`src/rtl/bus_pkg.sv`:
```
// Transfer types shared by every slave on the register bus.
// Pure type definitions; no logic.
package bus_pkg;

  typedef enum logic {
    READ  = 1'b0,
    WRITE = 1'b1
  } ttype_e;

endpackage

```
`src/rtl/clint_pkg.sv`:
```
// CLINT register map, prescaler width and per-hart write-enable bundle.
// Pure declarations; no logic.
package clint_pkg;

  localparam logic [27:0] MSIP_BASE     = 28'h200_0000;
  localparam logic [27:0] MTIMECMP_BASE = 28'h200_4000;
  localparam logic [27:0] MTIME_LO      = 28'h200_BFF8;
  localparam logic [27:0] MTIME_HI      = 28'h200_BFFC;
  localparam int unsigned TICK_W        = 16;

  typedef struct packed {
    logic msip;
    logic cmp_lo;
    logic cmp_hi;
  } hart_we_t;

  function automatic logic [27:0] msip_addr(input int unsigned h);
    return MSIP_BASE + 28'(h << 2);
  endfunction

  function automatic logic [27:0] cmp_addr(input int unsigned h);
    return MTIMECMP_BASE + 28'(h << 3);
  endfunction

endpackage

```
`src/rtl/slave_bus_if.sv`:
```
// Single-cycle register bus: master presents addr/wdata/ss/ttype, slave answers rdata/bdone.
// No backpressure beyond bdone.
interface slave_bus_if;
  import bus_pkg::*;

  logic [31:0] addr;
  logic [31:0] wdata;
  logic [31:0] rdata;
  logic        ss;
  ttype_e      ttype;
  logic        bdone;

  modport slave  (input addr, wdata, ss, ttype, output rdata, bdone);
  modport master (output addr, wdata, ss, ttype, input rdata, bdone);

endinterface

```
`src/rtl/clint_hart.sv`:
```
// Per-hart CLINT state: msip bit, 64-bit mtimecmp and the registered timer compare.
// irq_timer lags the compared registers by one cycle; writes always accepted.
module clint_hart
  import clint_pkg::*;
(
  input  logic        clk,
  input  logic        rst_n,
  input  hart_we_t    we,
  input  logic [31:0] wdata,
  input  logic [63:0] mtime,
  output logic        msip,
  output logic [63:0] mtimecmp,
  output logic        irq_timer
);

  logic        msip_q, msip_d;
  logic [63:0] cmp_q, cmp_d;
  logic        irq_timer_q, irq_timer_d;

  always_comb begin
    msip_d      = msip_q;
    cmp_d       = cmp_q;
    // Compare uses pre-edge mtime and mtimecmp, so a write shows up one cycle later.
    irq_timer_d = (mtime >= cmp_q);
    if (we.msip)   msip_d        = wdata[0];
    if (we.cmp_lo) cmp_d[31:0]   = wdata;
    if (we.cmp_hi) cmp_d[63:32]  = wdata;
  end

  always_ff @(posedge clk or negedge rst_n) begin
    if (!rst_n) begin
      msip_q      <= 1'b0;
      cmp_q       <= '1;
      irq_timer_q <= 1'b0;
    end else begin
      msip_q      <= msip_d;
      cmp_q       <= cmp_d;
      irq_timer_q <= irq_timer_d;
    end
  end

  assign msip      = msip_q;
  assign mtimecmp  = cmp_q;
  assign irq_timer = irq_timer_q;

endmodule

```
`src/rtl/clint_multi.sv`:
```
// Multi-hart CLINT: prescaled 64-bit mtime, address decode and per-hart msip/mtimecmp.
// Reads and writes complete in the cycle presented (bdone tied high); irq_timer is registered.
module clint_multi
  import clint_pkg::*;
  import bus_pkg::*;
#(
  parameter int unsigned NHARTS   = 1,
  parameter int unsigned TICK_DIV = 1
) (
  input  logic              clk,
  input  logic              rst_n,
  slave_bus_if.slave        bus,
  output logic [NHARTS-1:0] irq_sw,
  output logic [NHARTS-1:0] irq_timer
);

  localparam logic [TICK_W-1:0] PRESC_MAX = TICK_W'(TICK_DIV - 1);

  logic [27:0]       addr;
  logic              wr;
  logic              unused_addr_hi;
  logic [TICK_W-1:0] presc_q, presc_d;
  logic [63:0]       mtime_q, mtime_d;
  logic [NHARTS-1:0] msip;
  logic [63:0]       mtimecmp [NHARTS];
  hart_we_t          hart_we  [NHARTS];

  assign addr           = bus.addr[27:0];
  assign unused_addr_hi = ^bus.addr[31:28];
  assign wr             = bus.ss && (bus.ttype == WRITE);
  assign bus.bdone      = 1'b1;

  always_comb begin
    presc_d = presc_q + 1'b1;
    mtime_d = mtime_q;
    if (presc_q == PRESC_MAX) begin
      presc_d = '0;
      mtime_d = mtime_q + 64'd1;
    end
    // A software write wins over the tick and restarts the prescaler phase.
    if (wr && (addr == MTIME_LO)) begin
      mtime_d = {mtime_q[63:32], bus.wdata};
      presc_d = '0;
    end else if (wr && (addr == MTIME_HI)) begin
      mtime_d = {bus.wdata, mtime_q[31:0]};
      presc_d = '0;
    end
  end

  always_ff @(posedge clk or negedge rst_n) begin
    if (!rst_n) begin
      presc_q <= '0;
      mtime_q <= '0;
    end else begin
      presc_q <= presc_d;
      mtime_q <= mtime_d;
    end
  end

  always_comb begin
    for (int unsigned h = 0; h < NHARTS; h++) begin
      hart_we[h].msip   = wr && (addr == msip_addr(h));
      hart_we[h].cmp_lo = wr && (addr == cmp_addr(h));
      hart_we[h].cmp_hi = wr && (addr == cmp_addr(h) + 28'd4);
    end
  end

  always_comb begin
    bus.rdata = '0;
    if (addr == MTIME_LO) bus.rdata = mtime_q[31:0];
    if (addr == MTIME_HI) bus.rdata = mtime_q[63:32];
    for (int unsigned h = 0; h < NHARTS; h++) begin
      if (addr == msip_addr(h))         bus.rdata = {31'b0, msip[h]};
      if (addr == cmp_addr(h))          bus.rdata = mtimecmp[h][31:0];
      if (addr == cmp_addr(h) + 28'd4)  bus.rdata = mtimecmp[h][63:32];
    end
  end

  for (genvar g = 0; g < NHARTS; g++) begin : g_hart
    clint_hart u_hart (
      .clk       (clk),
      .rst_n     (rst_n),
      .we        (hart_we[g]),
      .wdata     (bus.wdata),
      .mtime     (mtime_q),
      .msip      (msip[g]),
      .mtimecmp  (mtimecmp[g]),
      .irq_timer (irq_timer[g])
    );
  end

  assign irq_sw = msip;

endmodule

```
`src/flat_wrapper.sv`:
```
// flat-port wrapper written by rule: the top's interface ports become plain ports
module clint_multi_flat import clint_pkg::*; import bus_pkg::*;
#(
  parameter int unsigned NHARTS   = 1,
  parameter int unsigned TICK_DIV = 1
)
  (clk, rst_n, irq_sw, irq_timer, bus_addr, bus_wdata, bus_ss, bus_ttype, bus_rdata, bus_bdone);
  slave_bus_if bus_i ();
  input  logic clk;
  input  logic rst_n;
  output logic [NHARTS-1:0] irq_sw;
  output logic [NHARTS-1:0] irq_timer;
  input wire logic [$bits(bus_i.addr)-1:0] bus_addr;
  input wire logic [$bits(bus_i.wdata)-1:0] bus_wdata;
  input wire logic [$bits(bus_i.ss)-1:0] bus_ss;
  input wire logic [$bits(bus_i.ttype)-1:0] bus_ttype;
  output wire logic [$bits(bus_i.rdata)-1:0] bus_rdata;
  output wire logic [$bits(bus_i.bdone)-1:0] bus_bdone;
  assign bus_i.addr = bus_addr;
  assign bus_i.wdata = bus_wdata;
  assign bus_i.ss = bus_ss;
  assign bus_i.ttype = bus_ttype;
  assign bus_rdata = bus_i.rdata;
  assign bus_bdone = bus_i.bdone;
  clint_multi #(.NHARTS(NHARTS), .TICK_DIV(TICK_DIV)) u_core (.clk(clk), .rst_n(rst_n), .bus(bus_i), .irq_sw(irq_sw), .irq_timer(irq_timer));
endmodule
```
`config.mk`:
```
export PLATFORM = sky130hd
export DESIGN_NAME = clint_multi_flat
export DESIGN_NICKNAME = d
export VERILOG_FILES = /design/src/rtl/bus_pkg.sv /design/src/rtl/clint_pkg.sv /design/src/rtl/slave_bus_if.sv /design/src/rtl/clint_hart.sv /design/src/rtl/clint_multi.sv /design/src/flat_wrapper.sv
export SDC_FILE = /design/constraint.sdc
export NUM_CORES = 1
export LEC_CHECK = 0
export CAP_MARGIN = 20
export CORE_ASPECT_RATIO = 1.25
export CORE_MARGIN = 1.5
export CORE_UTILIZATION = 30
export CTS_BUF_LIST = sky130_fd_sc_hd__clkbuf_8
export CTS_CLUSTER_SIZE = 40
export DETAILED_ROUTE_END_ITERATION = 10
export MAX_ROUTING_LAYER = met4
export PLACE_DENSITY = 0.54
export SYNTH_ARGS = -nofsm -noshare
export SYNTH_HDL_FRONTEND = slang
export SYNTH_SLANG_ARGS = --single-unit
```
`constraint.sdc`:
```
create_clock -name clk -period 7.1 [get_ports clk]
set_input_delay 1.42 -clock clk [delete_from_list [all_inputs] [get_ports clk]]
set_output_delay 1.42 -clock clk [all_outputs]
set_load 0.05 [all_outputs]
```
==> impl_metrics.yaml <==
floorplan:
  fp.coreArea_um2: 32700
  io_pins: 103
  dieArea_um2: 34300
  die_h_um: 207
  rows: 74
  die_w_um: 166
  initial_core_util_pct: 30.4
drt:
  wirelength_um: 30600
  drc: 0
  via_per_inst: 5.30
  vias: 8726
  wl_per_cell_um: 18.6
  drtIter0Drc: 614
  ant_nets: 0
  firstDrtPassIters: 5
clock_tree:
  clk_path_buf_depth: 2
  cts_setup_buffers: 0
  cts_buffers: 17
  root_buffer: "clkbuf_8"
  cts_sinks: 146
  hold_buffers: 0
  ctsResizeCount: 0
  cts_max_level: 4
  worstSkewPairLatency_ns: 0.48
  cts_tree: "built"
  clkTransAtPathRegs_ns: 0.10
yosys:
  synth_commonest_cells: "123 x nor2_1, 111 x nand2_1, 82 x dfrtp_1, 73 x inv_1, 67 x ha_1"
  yosys.area_share.xor_xnor_pct: 3.87
  synthArstFlopShare_pct: 100
  synth_top_area_cell: "dfrtp_1"
  synth-compound-area-share_pct: 14.0
  ys_types: 55
  ys_seq_elements: 146
  synth_flop_cell: "dfrtp_1"
  synthMuxAreaShare_pct: 7.97
  synth.most_common_cell: "nor2_1"
  syn_nets: 1272
  synth_cells: 1137
  synth.cell_area_um2: 9950
  yosys.area.top_type_share_pct: 20.6
  synth_edf_count: 0
  synthAdderAreaFrac_pct: 8.42
  synth_seq_area_share_pct: 37.5
  yosys.area_share.simple_pct: 23.3
  synth_top_family_by_area: "simple AND/OR/NAND/NOR gates"
  syn_area_per_cell_um2: 8.75
  synth_area_leaders: "dfrtp_1 21%, dfstp_2 17%, ha_1 8.4%, nor2_1 4.6%, nand2_1 4.2%"
  yosysWarnings: 0
final_layout:
  num_antenna_cells: 0
  final_area_um2: 11700
  fillerInstances: 3363
  syn2layout_area_growth_pct: 18.0
  drive_above_1_share_pct: 14.5
  fin_nets: 1351
critical_path:
  rr_worst_depth: 8
  cp_data_arrival_time_ns: 4.39
  rrSetupSlack_ns: 3.75
  r2r-end: "u_core.mtime_q[63]"
  crit_start: "bus_addr[24]"
  crit_type: "input port to output pin"
  start_kind: "input port"
  timing.critical_path.to: "bus_rdata[19]"
  rr_startpoint: "u_core.presc_q[0]"
  crit_fanout: 17
  worstSetupEndpointType: "output pin"
  crit_required_ns: 5.68
global_routing:
  grtUsageTotal_pct: 18.8
  antenna_found_initial: 0
  gr-usage-met3_pct: 2.92
  grt_pass1_vias: 8830
  grt_max_degree: 82
  gr-usage-met1_pct: 22.8
  overflow: 0
  top_usage_layer: "met2"
  grt_pass1_wl_um: 49100
  gr-usage-met2_pct: 32.0
timing:
  max_slew.worst_pin.slew_ns: 0.905
  fin_crit_ns: 5.81
  finClkSkew_ns: 0.0176
  period_share_pct: 81.9
  rsz0062_at_grt: "false"
  slew_viol_final: 0
  setup_viol: 0
  timing.fmax_mhz: 172
  max_slew_margin_pct: 39.7
  tns_ns: 0
  finalHoldViolations: 0
power_and_ir_drop:
  p_per_area_nw_per_um2: 132
  vdd_ir_drop_max_uv: 106
  power.leakage_nw: 4.90
run:
  maxCapViolations: 0
place:
  dpl-instance-area_um2: 11400
  io_buffers: 97
  place_hpwl_um: 22800
  gp_congestion: 0.822
outcome:
  status: "finished clean"
worst_hold_path:
  min_path_cells: 1
  min_path_type: "register to register"
## cell usage in the layout, fill, tap and decap left out, types with 39 or more instances in the layout
master           count
nand4_1             39
nand2_1            111
inv_1               75
ha_1                67
nand3_1             52
dfrtp_1             82
nor2_1             123
mux2i_1             41
clkdlybuf4s50_1     78
a21oi_1             61
dfstp_2             64
## report_power, final
part           total (W)  switching [W]  internal [W]  leakage, nW
logic          0.0000883      0.0000497     0.0000386         3.06
registers       0.000833   0.0000000101      0.000833         1.67
clock network   0.000623       0.000369      0.000255        0.173
total            0.00154       0.000418       0.00113         4.90
## kinds of logic (layout without fill, tap and decap cells)
| family | Yosys count | count (layout) |
|---|---|---|
| buffers and inverters | 129 | 221 |
| AOI/OAI and AO/OA | 224 | 224 |
| DFF | 146 | 146 |
| xor gates and xnor gates | 44 | 44 |
| other | 1 | 1 |
| adders and majority gates | 67 | 67 |
| muxes | 75 | 75 |
| and+or+nand+nor | 451 | 451 |
## worst max-delay path, stage by stage
cell and delay, ns:
clkdlybuf4s50_1 0.40, nor4b_1 0.42, and4_1 0.55, nand3_1 0.22, buf_4 0.26, o22ai_1 0.15
o21a_1 0.15, clkdlybuf4s50_1 0.80
## registers in the layout, summed over array words and instances (netlist names)
register,cells
u_core.g_hart.u_hart.mtimecmp,64
u_core.presc_q,16
u_core.g_hart.u_hart.irq_timer,1
u_core.g_hart.u_hart.msip,1
u_core.mtime_q,64
## layer usage
metal	share of wire, %	vias to the layer above
met5	0	-
met1	45	4243
met4	2.4	0
li1	-	4270
met2	50	169
met3	3.0	44
## area by class of cell
type	count	area, um^2	share of cell area (%)
clock buffers	18	248	2.11
inverters	73	274	2.33
multi-input cells	862	5760	49.0
clock inverters	14	109	0.927
flip-flops and latches	146	3730	31.8
well taps	418	523	4.45
repair buffers	116	1100	9.34
## per-stage QoR
step,util (%),hold WS [ns],total power (W),cells,setup WS (ns)
2_1_floorplan,-,0.447,0.000866,1137,2.00
3_3_place_gp,34.7,0.460,0.000937,1612,1.32
3_5_place_dp,34.8,0.479,0.000937,1614,1.26
4_1_cts,35.9,0.493,0.00157,1646,1.24
5_1_grt,35.9,0.516,0.00161,1647,1.11
6_report,35.9,0.492,0.00154,1647,1.29
## how the worst min path moves through the flow
| stage | slack, ns | endpoint | start |
|---|---|---|---|
| after global routing | 0.52 | u_core.g_hart[0].u_hart.mtimecmp[6] | u_core.g_hart[0].u_hart.mtimecmp[6] |
| after global placement | 0.46 | u_core.presc_q[0] | u_core.presc_q[0] |
| after floorplan | 0.45 | u_core.presc_q[0] | u_core.presc_q[0] |
| after detailed placement | 0.48 | u_core.presc_q[0] | u_core.presc_q[0] |
| after CTS | 0.49 | u_core.presc_q[0] | u_core.presc_q[0] |
| final | 0.49 | u_core.presc_q[0] | u_core.presc_q[0] |
Power figures use the tool's default switching activity.
